===== src/rtl/mem_arb_pkg.sv =====
// rtl/mem_arb_pkg.sv - shared state encodings and default limits for the data memory port arbiter
package mem_arb_pkg;

    // Arbitration priority state: core wins conflicts in CORE_PRI, host wins in HOST_PRI.
    typedef enum logic {
        CORE_PRI = 1'b0,
        HOST_PRI = 1'b1
    } arb_state_t;

    // Denied conflicting cycles before the host is promoted to priority.
    localparam int DEFAULT_WAIT_LIMIT = 4;
    // Host grants allowed in one priority window before the core gets the port back.
    localparam int DEFAULT_MAX_BURST  = 4;

endpackage


===== src/rtl/mem_port_arbiter.sv =====
// rtl/mem_port_arbiter.sv - shares the single-ported data memory between the core load/store path and a host port
//
// Ports:
//   clk, reset                 clock, asynchronous active-low reset
//   core_req/we/addr/wdata     core load/store request (ALUResult, WriteData, MemWrite)
//   core_rdata                 core load data, combinational pass-through of mem_rdata
//   pc_write                   PC PCWrite enable; 0 holds the PC so the stalled access replays
//   core_hold                  core lost arbitration this cycle; datapath gates RegWrite with it
//   host_valid/we/addr/wdata   host request, held stable until host_ready
//   host_ready                 host request accepted this cycle
//   host_rvalid/rdata          host read response, one cycle after an accepted read
//   mem_we/addr/wdata/rdata    data memory port (synchronous write, combinational read)
module mem_port_arbiter
    import mem_arb_pkg::*;
#(
    parameter int ADDR_W     = 32,
    parameter int DATA_W     = 32,
    parameter int WAIT_LIMIT = DEFAULT_WAIT_LIMIT,
    parameter int MAX_BURST  = DEFAULT_MAX_BURST
) (
    input  logic              clk,
    input  logic              reset,
    input  logic              core_req,
    input  logic              core_we,
    input  logic [ADDR_W-1:0] core_addr,
    input  logic [DATA_W-1:0] core_wdata,
    output logic [DATA_W-1:0] core_rdata,
    output logic              pc_write,
    output logic              core_hold,
    input  logic              host_valid,
    output logic              host_ready,
    input  logic              host_we,
    input  logic [ADDR_W-1:0] host_addr,
    input  logic [DATA_W-1:0] host_wdata,
    output logic              host_rvalid,
    output logic [DATA_W-1:0] host_rdata,
    output logic              mem_we,
    output logic [ADDR_W-1:0] mem_addr,
    output logic [DATA_W-1:0] mem_wdata,
    input  logic [DATA_W-1:0] mem_rdata
);

    localparam int WAIT_W  = $clog2(WAIT_LIMIT + 1);
    localparam int BURST_W = $clog2(MAX_BURST + 1);

    arb_state_t         state;
    logic [WAIT_W-1:0]  wait_cnt;
    logic [BURST_W-1:0] burst_cnt;
    logic [BURST_W-1:0] burst_next;
    logic               host_grant;
    logic               host_denied;
    logic               read_accept;

    // Gating with reset forces the core-side and memory outputs to their idle
    // values while reset is held, even though the request inputs may be active.
    always_comb begin
        host_grant = 1'b0;
        if (reset && host_valid) begin
            host_grant = (state == HOST_PRI) ? 1'b1 : !core_req;
        end
    end

    assign host_denied = host_valid & core_req & !host_grant;
    assign read_accept = host_grant & !host_we;
    assign burst_next  = burst_cnt + 1'b1;

    always_comb begin
        if (host_grant) begin
            mem_we    = host_we;
            mem_addr  = host_addr;
            mem_wdata = host_wdata;
        end else begin
            mem_we    = reset & core_req & core_we;
            mem_addr  = core_addr;
            mem_wdata = core_wdata;
        end
    end

    assign core_hold  = core_req & host_grant;
    assign pc_write   = !core_hold;
    assign core_rdata = mem_rdata;
    assign host_ready = host_grant;

    always_ff @(posedge clk or negedge reset) begin
        if (!reset) begin
            state       <= CORE_PRI;
            wait_cnt    <= '0;
            burst_cnt   <= '0;
            host_rvalid <= 1'b0;
            host_rdata  <= '0;
        end else begin
            host_rvalid <= read_accept;
            if (read_accept) begin
                host_rdata <= mem_rdata;
            end

            case (state)
                CORE_PRI: begin
                    burst_cnt <= '0;
                    if (host_denied) begin
                        if (wait_cnt == WAIT_W'(WAIT_LIMIT - 1)) begin
                            state    <= HOST_PRI;
                            wait_cnt <= '0;
                        end else if (wait_cnt != WAIT_W'(WAIT_LIMIT)) begin
                            wait_cnt <= wait_cnt + 1'b1;
                        end
                    end else begin
                        wait_cnt <= '0;
                    end
                end
                HOST_PRI: begin
                    wait_cnt <= '0;
                    // A window that entered just as the host dropped its request
                    // exits here on the first idle cycle without issuing a grant.
                    if (!host_valid || burst_next == BURST_W'(MAX_BURST)) begin
                        state     <= CORE_PRI;
                        burst_cnt <= '0;
                    end else begin
                        burst_cnt <= burst_next;
                    end
                end
                default: begin
                    state <= CORE_PRI;
                end
            endcase
        end
    end

endmodule

===== config.mk =====
export PLATFORM = sky130hd
export DESIGN_NAME = mem_port_arbiter
export DESIGN_NICKNAME = d
export VERILOG_FILES = /design/src/rtl/mem_arb_pkg.sv /design/src/rtl/mem_port_arbiter.sv
export SDC_FILE = /design/constraint.sdc
export NUM_CORES = 1
export LEC_CHECK = 0
export BUFFER_PORTS_ARGS = -buffer_cell sky130_fd_sc_hd__clkbuf_2
export CAP_MARGIN = 40
export CORE_AREA = 2 2 117 119
export CTS_CLUSTER_SIZE = 8
export DETAILED_ROUTE_END_ITERATION = 10
export DIE_AREA = 0 0 119 121
export PLACE_DENSITY = 0.51
export SYNTH_ARGS = -nofsm -noshare
export SYNTH_HDL_FRONTEND = slang
export SYNTH_SLANG_ARGS = --single-unit

===== constraint.sdc =====
create_clock -name clk -period 2.6 [get_ports clk]
set_input_delay 0.13 -clock clk [delete_from_list [all_inputs] [get_ports clk]]
set_output_delay 0.13 -clock clk [all_outputs]
set_load 0.005 [all_outputs]

==> results.md, run 1 <==
Timing:
- For the pin with the worst max-slew slack, the measured transition is 0.4110 ns.
- In the finished design, the share of the clock period the worst path needs comes to 89.66%.
- The maximum achievable frequency is 429.0 MHz.
- The number of failing setup endpoints in the final timing report is 0.
- For the final database, setup skew stands at 0.004727 ns.
- The headroom to the max-slew limit is 72.60%.
- The shortest clock period the worst path allows after layout is 2.331 ns.
- Setup repair after global routing left no endpoint under its margin.
- The max-slew violation count is 0.
- The final setup slack of the worst path is 0.2690 ns.
- The final number of hold-violating endpoints is 0.
- The setup TNS after final layout is 0 ns.
- The final hold slack is 0.09739 ns.

Placement:
- Counting tap cells, the placed design contains a total of 648 instances.
- The post-place instance area is 4064 um^2.
- OpenSTA, run right after detailed placement, puts the worst setup slack at 0.8326 ns.
- The routability congestion estimate from global placement is 0.6784.
- The number of input and output port buffers inserted is 298.
- Detailed placement finished with a half-perimeter wire length of 7539 um.

Worst setup path:
- The path type of the worst setup path is input port to output port.
- The worst setup path is captured at an output port.
- The critical path goes through dlygate4sd3_1 -> clkbuf_2 -> nand2_1 -> nor2_4 -> buf_12 -> mux2_2 -> clkbuf_2.
- STA classifies the critical path startpoint as an input port.
- In this run the worst path has a maximum fanout of 65.
- The cell that appears most often on the critical path is sky130_fd_sc_hd__clkbuf_2.
- The cell at the slowest stage of the critical path is sky130_fd_sc_hd__dlygate4sd3_1.
- For the worst setup path, the data required time is 2.47 ns.
- The peak per-stage delay on the critical path is 0.54 ns.
- Counting both buffers and inverters, the worst setup path holds a total of 4.
- STA puts the critical path data arrival time at 2.20 ns.
- Grouping stages by cell kind, the critical path spends the most delay in buffers and inverters.

Global route:
- The via count of the first global-routing pass came to 2,472.
- The maximum number of pins on one net before global-route repair is 66.
- Global routing used 10.89% of the available tracks.
- The number of antenna violations at the first check in global routing was 0.
- The first global-routing pass estimated 12,630 um of wire.
- After global routing the overflow that remains totals 0.

Drt:
- The total length of routed wires is 8731 um.
- The met1 wire length is 3374 um.
- The number of search-and-repair iterations in the first detailed-routing pass is 4.
- Dividing the detail-routed wire length by the instance count gives 13.31 um.
- The ratio of routed vias to standard cells is 3.970.
- Summed over all nets, wire length on met2 after detailed routing comes to 4683 um.
- The detail route stage leaves a number of antenna-violating nets equal to 0.
- The highest layer touched by signal routing is met4.
- The total number of vias is 2,604.
- The DRC violation total after the first TritonRoute iteration is 69.
- After detailed routing, the met3 layer carries 634 um of wire.
- After detailed routing, the number of remaining DRC violations is 0.

Yosys:
- The Yosys step of the flow raised 0 warnings.
- The parity-gate share of the synthesized area counting xor and xnor cells is 0.3297%.
- The synthesized netlist devotes 1.884% of its cell area to adder and majority cells.
- Sorting the synthesized cells by area gives the leading types as sky130_fd_sc_hd__mux2_2, sky130_fd_sc_hd__dfrtp_1, sky130_fd_sc_hd__buf_4.
- By area, the combinational part of the netlist is dominated by multiplexers.
- The area fraction of the dominant cell type after synthesis is 40.70%.
- The synthesized design contains 0 enable-type register cells.
- The cell count after synthesis is 213.
- The post-synthesis cell area is 2656 um^2.
- Yosys mapped the design onto 21 distinct sky130hd cell types.
- The average footprint of a synthesized cell is 12.47 um^2.
- The net count of the mapped netlist is 383.
- For this run, the leading register cell type out of synthesis is sky130_fd_sc_hd__dfrtp_1.
- The flop and latch count out of synthesis is 40.
- The post-synthesis simple-gate area fraction is 4.098%.
- For this run, the register share of the synthesized area comes to 37.68%.
- Measured against the total synthesized area, the mux share comes to 40.70%.
- The synthesized netlist devotes 1.696% of its cell area to compound gates.
- Of all flip-flops after synthesis, the portion carrying an async set or reset was 100.0%.
- Of all cell types, the one taking the most synthesized area is sky130_fd_sc_hd__mux2_2.

Clocking:
- TritonCTS built the clock tree.
- The number of setup buffers added after CTS is 0.
- After clock tree synthesis, the clock-pin slew on the worst setup and hold paths is 0.06 ns.
- In this run, CTS created clock tree buffers numbering 5.
- The clock latency reported for the late side of the worst-skew pair is 0.28 ns.
- The CTS root buffer is sky130_fd_sc_hd__clkbuf_16.
- The maximum root-to-sink buffer count is 2.
- The H-tree was split into 2 levels.
- The total clock sinks is 40.

Worst hold path:
- The worst hold path belongs to the class input port to flop.

Pwr:
- For this design the ratio of total power to cell area is 473.4 nW/um^2.
- The post-layout total power is 1.992 mW.
- IR analysis of the VDD net gives a maximum drop of 0.0002341 V.
- In this run the static leakage power is 2.300 nW.

Finish:
- In the layout the commonest cells are sky130_fd_sc_hd__clkbuf_2, sky130_fd_sc_hd__mux2_2, sky130_fd_sc_hd__dfrtp_1.
- The utilization after layout is 32.16%.
- Cells with a size suffix above 1 make up 84.58% of the layout.
- The final design area excluding fillers is 4208 um^2.
- The number of antenna diodes is 0.
- The filler cells instantiated in the layout total 1,351.
- Leaving out fill and tap cells, the most frequent cell in the layout is sky130_fd_sc_hd__clkbuf_2.
- The final layout net count is 650.
- The number of non-filler instances in the completed layout is 656.
- The area overhead of the layout relative to synthesis is 58.41%.

Die:
- The die boundary width is 119 um.
- The chip height is 121 um.
- The placement row count is 42.
- The full die area is 14,400 um^2.
- The initial utilization of the core area, before any placement, comes to 20.30%.
- The standard cell core area is 13,090 um^2.
- Pin placement for this block handled 299 I/O pins.

Run:
- The tool flagged a number of max-cap violations equal to 0.

Status:
- The flow ran to the end, and the final reports show no timing, DRC or antenna violations.
[synth_stat cells, types with 2 or more instances]
cell type,number
sky130_fd_sc_hd__inv_1,4
sky130_fd_sc_hd__buf_6,9
sky130_fd_sc_hd__o21ai_0,2
sky130_fd_sc_hd__mux2_2,96
sky130_fd_sc_hd__dfrtp_1,40
sky130_fd_sc_hd__a21oi_1,4
sky130_fd_sc_hd__nand3_1,4
sky130_fd_sc_hd__ha_1,4
sky130_fd_sc_hd__buf_4,32
sky130_fd_sc_hd__nor2_1,3
sky130_fd_sc_hd__nand2_1,5
[registers in the layout (all words and copies together), names as in the netlist]
register	count
burst_cnt	3
host_rdata	32
host_rvalid	1
state	1
wait_cnt	3
[layer usage]
layer	up-vias	global-route usage (%)
met2	134	19.90
met5	-	0
li1	1258	-
met3	2	2.585
met4	0	2.232
met1	1210	13.00
[area by class of cell]
| cell class | instances | area, um^2 | share of cell area [%] |
|---|---|---|---|
| Tap cell | 176 | 220.2 | 5.233 |
| Sequential cell | 40 | 1001 | 23.79 |
| Clock buffer | 6 | 128.9 | 3.063 |
| Clock inverter | 1 | 5.005 | 0.1189 |
| Inverter | 4 | 15.01 | 0.3568 |
| Timing Repair Buffer | 302 | 1536 | 36.51 |
| Multi-Input combinational cell | 127 | 1301 | 30.92 |
[report_power, final]
part | internal, mW | switching [mW]
logic | 0.379 | 0.241
registers | 0.738 | 0.0578
clock network | 0.349 | 0.228
[kinds of logic after synthesis]
| group | Yosys count |
|---|---|
| mux | 96 |
| buf+inv | 46 |
| flops | 40 |
| simple gates | 18 |
| compound gates | 8 |
| fa+ha+maj | 4 |
| xor+xnor | 1 |
[path summary, 6_finish.rpt]
path	start	to	cells after the start	slack [ns]
setup / recovery	reset	mem_wdata[31]	7	0.27
max in group asynchronous	reset	host_rdata[10]	3	1.60
setup reg to reg	state	host_rdata[24]	4	0.98
hold reg to reg	burst_cnt[0]	burst_cnt[0]	1	0.47
hold / removal	mem_rdata[0]	host_rdata[0]	2	0.1
min in group asynchronous	reset	wait_cnt[2]	2	0.29
[repair_timing]
item | CTS | global route
hold endpoints to repair | 8 | 0
resized for setup | 0 | 0
hold buffers | 1 | 0
Note: power is estimated with default switching activity, not from simulation.
==> run 2, diff against run 1 <==
- PLACE_DENSITY: 0.51 -> 0.53
- clock period: 2.6 -> 1.9 ns (I/O delays scaled with it)
==> results.md, run 2 (synthesized netlist as in run 1, its figures left out) <==
Status:
- Status: completed (unchanged).

Clocking:
- The total clock sinks is 40 (unchanged).
- The number of clock buffers inserted by TritonCTS is 5 (unchanged).
- The CTS tree was built (unchanged).
- The level count of the clock H-tree is 2 (unchanged).
- The CTS root buffer is sky130_fd_sc_hd__clkbuf_16 (unchanged).
- The clock latency reported for the late side of the worst-skew pair is 0.28 ns (about the same).
- The clock transition at the registers of the reported paths came to 0.06 ns (about the same).
- The maximum root-to-sink buffer count was 2 (unchanged).

Pwr:
- The leakage power is 2.382 nW (was 2.300 nW).
- The design internal power is 2.204 mW (was 1.465 mW).
- The sequential group share of total power came to 36.4% (was 39.9%).
- The switching power of the nets is 0.7830 mW (was 0.5267 mW).
- The switching fraction of total power is 26.21% (was 26.44%).
- The combinational share of power is 30.2% (was 31.1%).
- The worst supply voltage drop on vdd was 0.0004501 V (was 0.0002341 V).
- The power share of the clock group is 33.4% (was 28.9%).
- The total power per unit cell area is 684.3 nW/um^2 (was 473.4 nW/um^2).

Worst setup path:
- The path type of the worst setup path was flop to output port (was input port to output port).
- The count of cells along the worst register-to-register path was 4 (unchanged).
- The required time of the worst setup path is 1.80 ns (was 2.47 ns).
- The capturing point of the worst reg2reg path was host_rdata[30] (was host_rdata[24]).
- The kind of start point of the critical path is a flop (was input port).
- The largest fanout on the critical path came to 9 (was 65).
- The setup slack on the worst flop-to-flop path came to 0.39 ns (was 0.98 ns).
- The nature of the critical path endpoint is an output port (unchanged).
- The arrival time of data at the critical path endpoint came to 1.72 ns (was 2.20 ns).
- The startpoint of the most critical register-to-register path is state (unchanged).

Global route:
- The sum of overflow across all layers after global routing is 0 (unchanged).
- The overall track demand over capacity in global routing came to 15.00% (was 10.89%).
- The via count of the first global-routing pass is 2,787 (was 2,472).
- The maximum number of pins on one net before global-route repair is 41 (was 66).
- The wire length of the first global-routing pass is 16,250 um (was 12,630 um).
- The number of antenna violations at the first check in global routing is 1 (was 0).

Timing:
- The final hold slack is 0.04629 ns (was 0.09739 ns).
- The number of failing setup endpoints in the final timing report came to 0 (unchanged).
- The setup TNS after final layout is 0 ns (unchanged).
- The transition time of the tightest slew-check pin came to 0.2713 ns (was 0.4110 ns).
- The final setup slack of the worst path is 0.08494 ns (was 0.2690 ns).
- The headroom to the max-slew limit is 81.66% (was 72.60%).
- The worst clock skew was 0.002963 ns (was 0.004727 ns).
- The final period utilization is 95.53%.
- The final number of hold-violating endpoints came to 0 (unchanged).
- Setup repair after global routing missed its margin: no (unchanged).
- The max-slew violation count is 0 (unchanged).
- The maximum achievable frequency is 550.9 MHz.
- After layout, the minimum clock period comes to 1.815 ns.

Die:
- The full die area is 14,400 um^2 (unchanged).
- The starting utilization of the core area came to 20.30% (unchanged).
- The placement row count is 42 (unchanged).
- The standard cell core area came to 13,090 um^2 (unchanged).
- The count of pins on the block boundary came to 299 (unchanged).
- The chip height is 121 um (unchanged).
- The die boundary width came to 119 um (unchanged).

Worst hold path:
- The number of instances on the worst hold path is 2 (unchanged).
- The worst min-delay path category is input port to flop (unchanged).
- The hold path startpoint is host_we (was mem_rdata[0]).
- The end point of the worst hold path is host_rvalid (was host_rdata[0]).

Finish:
- Largest registers: host_rdata x32, burst_cnt x3, wait_cnt x3 (unchanged).
- The most common library cell in the layout ignoring fill and taps is sky130_fd_sc_hd__clkbuf_2 (unchanged).
- The number of non-filler instances in the completed layout came to 667 (was 656).
- The share of cells above drive strength 1 is 85.34% (was 84.58%).
- The top register by number of flip-flops is host_rdata (unchanged).
- The area overhead of the layout relative to synthesis came to 64.34% (was 58.41%).
- The final layout net count is 660 (was 650).
- Top library cells by usage in the layout, fill and taps aside: sky130_fd_sc_hd__clkbuf_2, sky130_fd_sc_hd__mux2_2, sky130_fd_sc_hd__dfrtp_1 (unchanged).
- The number of antenna diodes was 0 (unchanged).
- The number of flip-flops under the largest register name is 32 (unchanged).

Drt:
- The total number of vias came to 2,712 (was 2,604).
- The DRC violation total after the first TritonRoute iteration came to 111 (was 69).
- The DRC violation count after routing came to 0 (unchanged).
- The ratio of routed vias to standard cells is 4.066 (was 3.970).
- The number of search-and-repair iterations in the first detailed-routing pass came to 4 (unchanged).
- The average wire per cell in the routed design came to 17.11 um (was 13.31 um).
- The total length of routed wires was 11,410 um (was 8731 um).
- The number of antenna-violating nets in the routed design came to 0 (unchanged).

Placement:
- The number of instances in the placed design is 656 (was 648).
- The pre-CTS worst setup slack is 0.2118 ns (was 0.8326 ns).
- The number of input and output port buffers inserted came to 298 (unchanged).
- The routability congestion estimate from global placement is 0.8848 (was 0.6784).
- The sum of net half-perimeters after detailed placement is 10,270 um (was 7539 um).

Run:
- The reported max-cap violation count is 0 (unchanged).
-- run 2: cell count changes in the layout (fill, tap and decap cells not counted) --
cell and delta:
sky130_fd_sc_hd__buf_12 +3, sky130_fd_sc_hd__buf_4 +7, sky130_fd_sc_hd__bufinv_16 +1, sky130_fd_sc_hd__clkbuf_1 -1
sky130_fd_sc_hd__clkbuf_8 +1, sky130_fd_sc_hd__clkinv_2 -1, sky130_fd_sc_hd__clkinv_4 +1, sky130_fd_sc_hd__dfrtp_1 -1
sky130_fd_sc_hd__dfrtp_2 +1
-- run 2: worst max path at each step --
| stage | end | slack [ns] | start | cells after the start |
|---|---|---|---|---|
| 6_report | mem_addr[11] | 0.08 | state | 6 |
| 5_1_grt | mem_wdata[8] | 0.0009 | state | 6 |
| 4_1_cts | mem_addr[5] | 0.04 | state | 6 |
| 3_5_place_dp | mem_addr[5] | 0.21 | state | 5 |
| 3_3_place_gp | mem_addr[4] | 0.28 | state | 5 |
| 2_1_floorplan | host_rdata[0] | 0.47 | state | 4 |
-- run 2: area by class of cell --
class	count	area (um^2)
fill	1396	8720
timing repair buffer	312	1649
multi-input combinational	127	1301
sequential	40	1002
tap	176	220.2
clock buffer	6	138.9
clock inverter	2	38.79
inverter	4	15.01
-- run 2: worst max-delay path, stage by stage, from the launching register on --
cell	delay (ns)
sky130_fd_sc_hd__dfrtp_2	0.45
sky130_fd_sc_hd__nor2b_4	0.21
sky130_fd_sc_hd__nor2_4	0.05
sky130_fd_sc_hd__buf_12	0.14
sky130_fd_sc_hd__buf_4	0.16
sky130_fd_sc_hd__mux2_2	0.30
sky130_fd_sc_hd__clkbuf_2	0.12
-- run 2: per-stage QoR --
step | area, um^2 | util (%) | total power, mW
floorplan | 2656 | - | 1.481
global placement | 4136 | 31.61 | 1.999
detailed placement | 4136 | 31.61 | 2.015
CTS | 4364 | 33.35 | 3.039
global route | 4365 | 33.36 | 3.153
finish | 4365 | 33.36 | 2.987
-- run 2: power by group through the flow --
stage,combinational (mW),clock [mW],sequential (mW)
global placement,0.899,0,1.10
floorplan,0.369,0,1.11
detailed placement,0.913,0,1.10
finish,0.902,0.997,1.09
CTS,0.927,1.02,1.09
global route,0.981,1.06,1.11
-- run 2: routing by layer --
layer  vias to the layer above  wire [um]  track usage (%)
met5                         -         13                0
met4                         2        274            4.464
met3                        17        995            4.558
met2                       151       6292            28.92
met1                      1255       3836            15.51
li1                       1287          -                -
-- run 2: what timing repair did --
action / 4_1_cts / 5_1_grt
hold buffers: 2 / 0
endpoints found under the setup margin: 64 / 33
cloned: 0 / 0
endpoints found under the hold margin: 40 / 0
pin swaps: 1 / 0
gates resized for setup: 0 / 1
setup buffers: 1 / 0
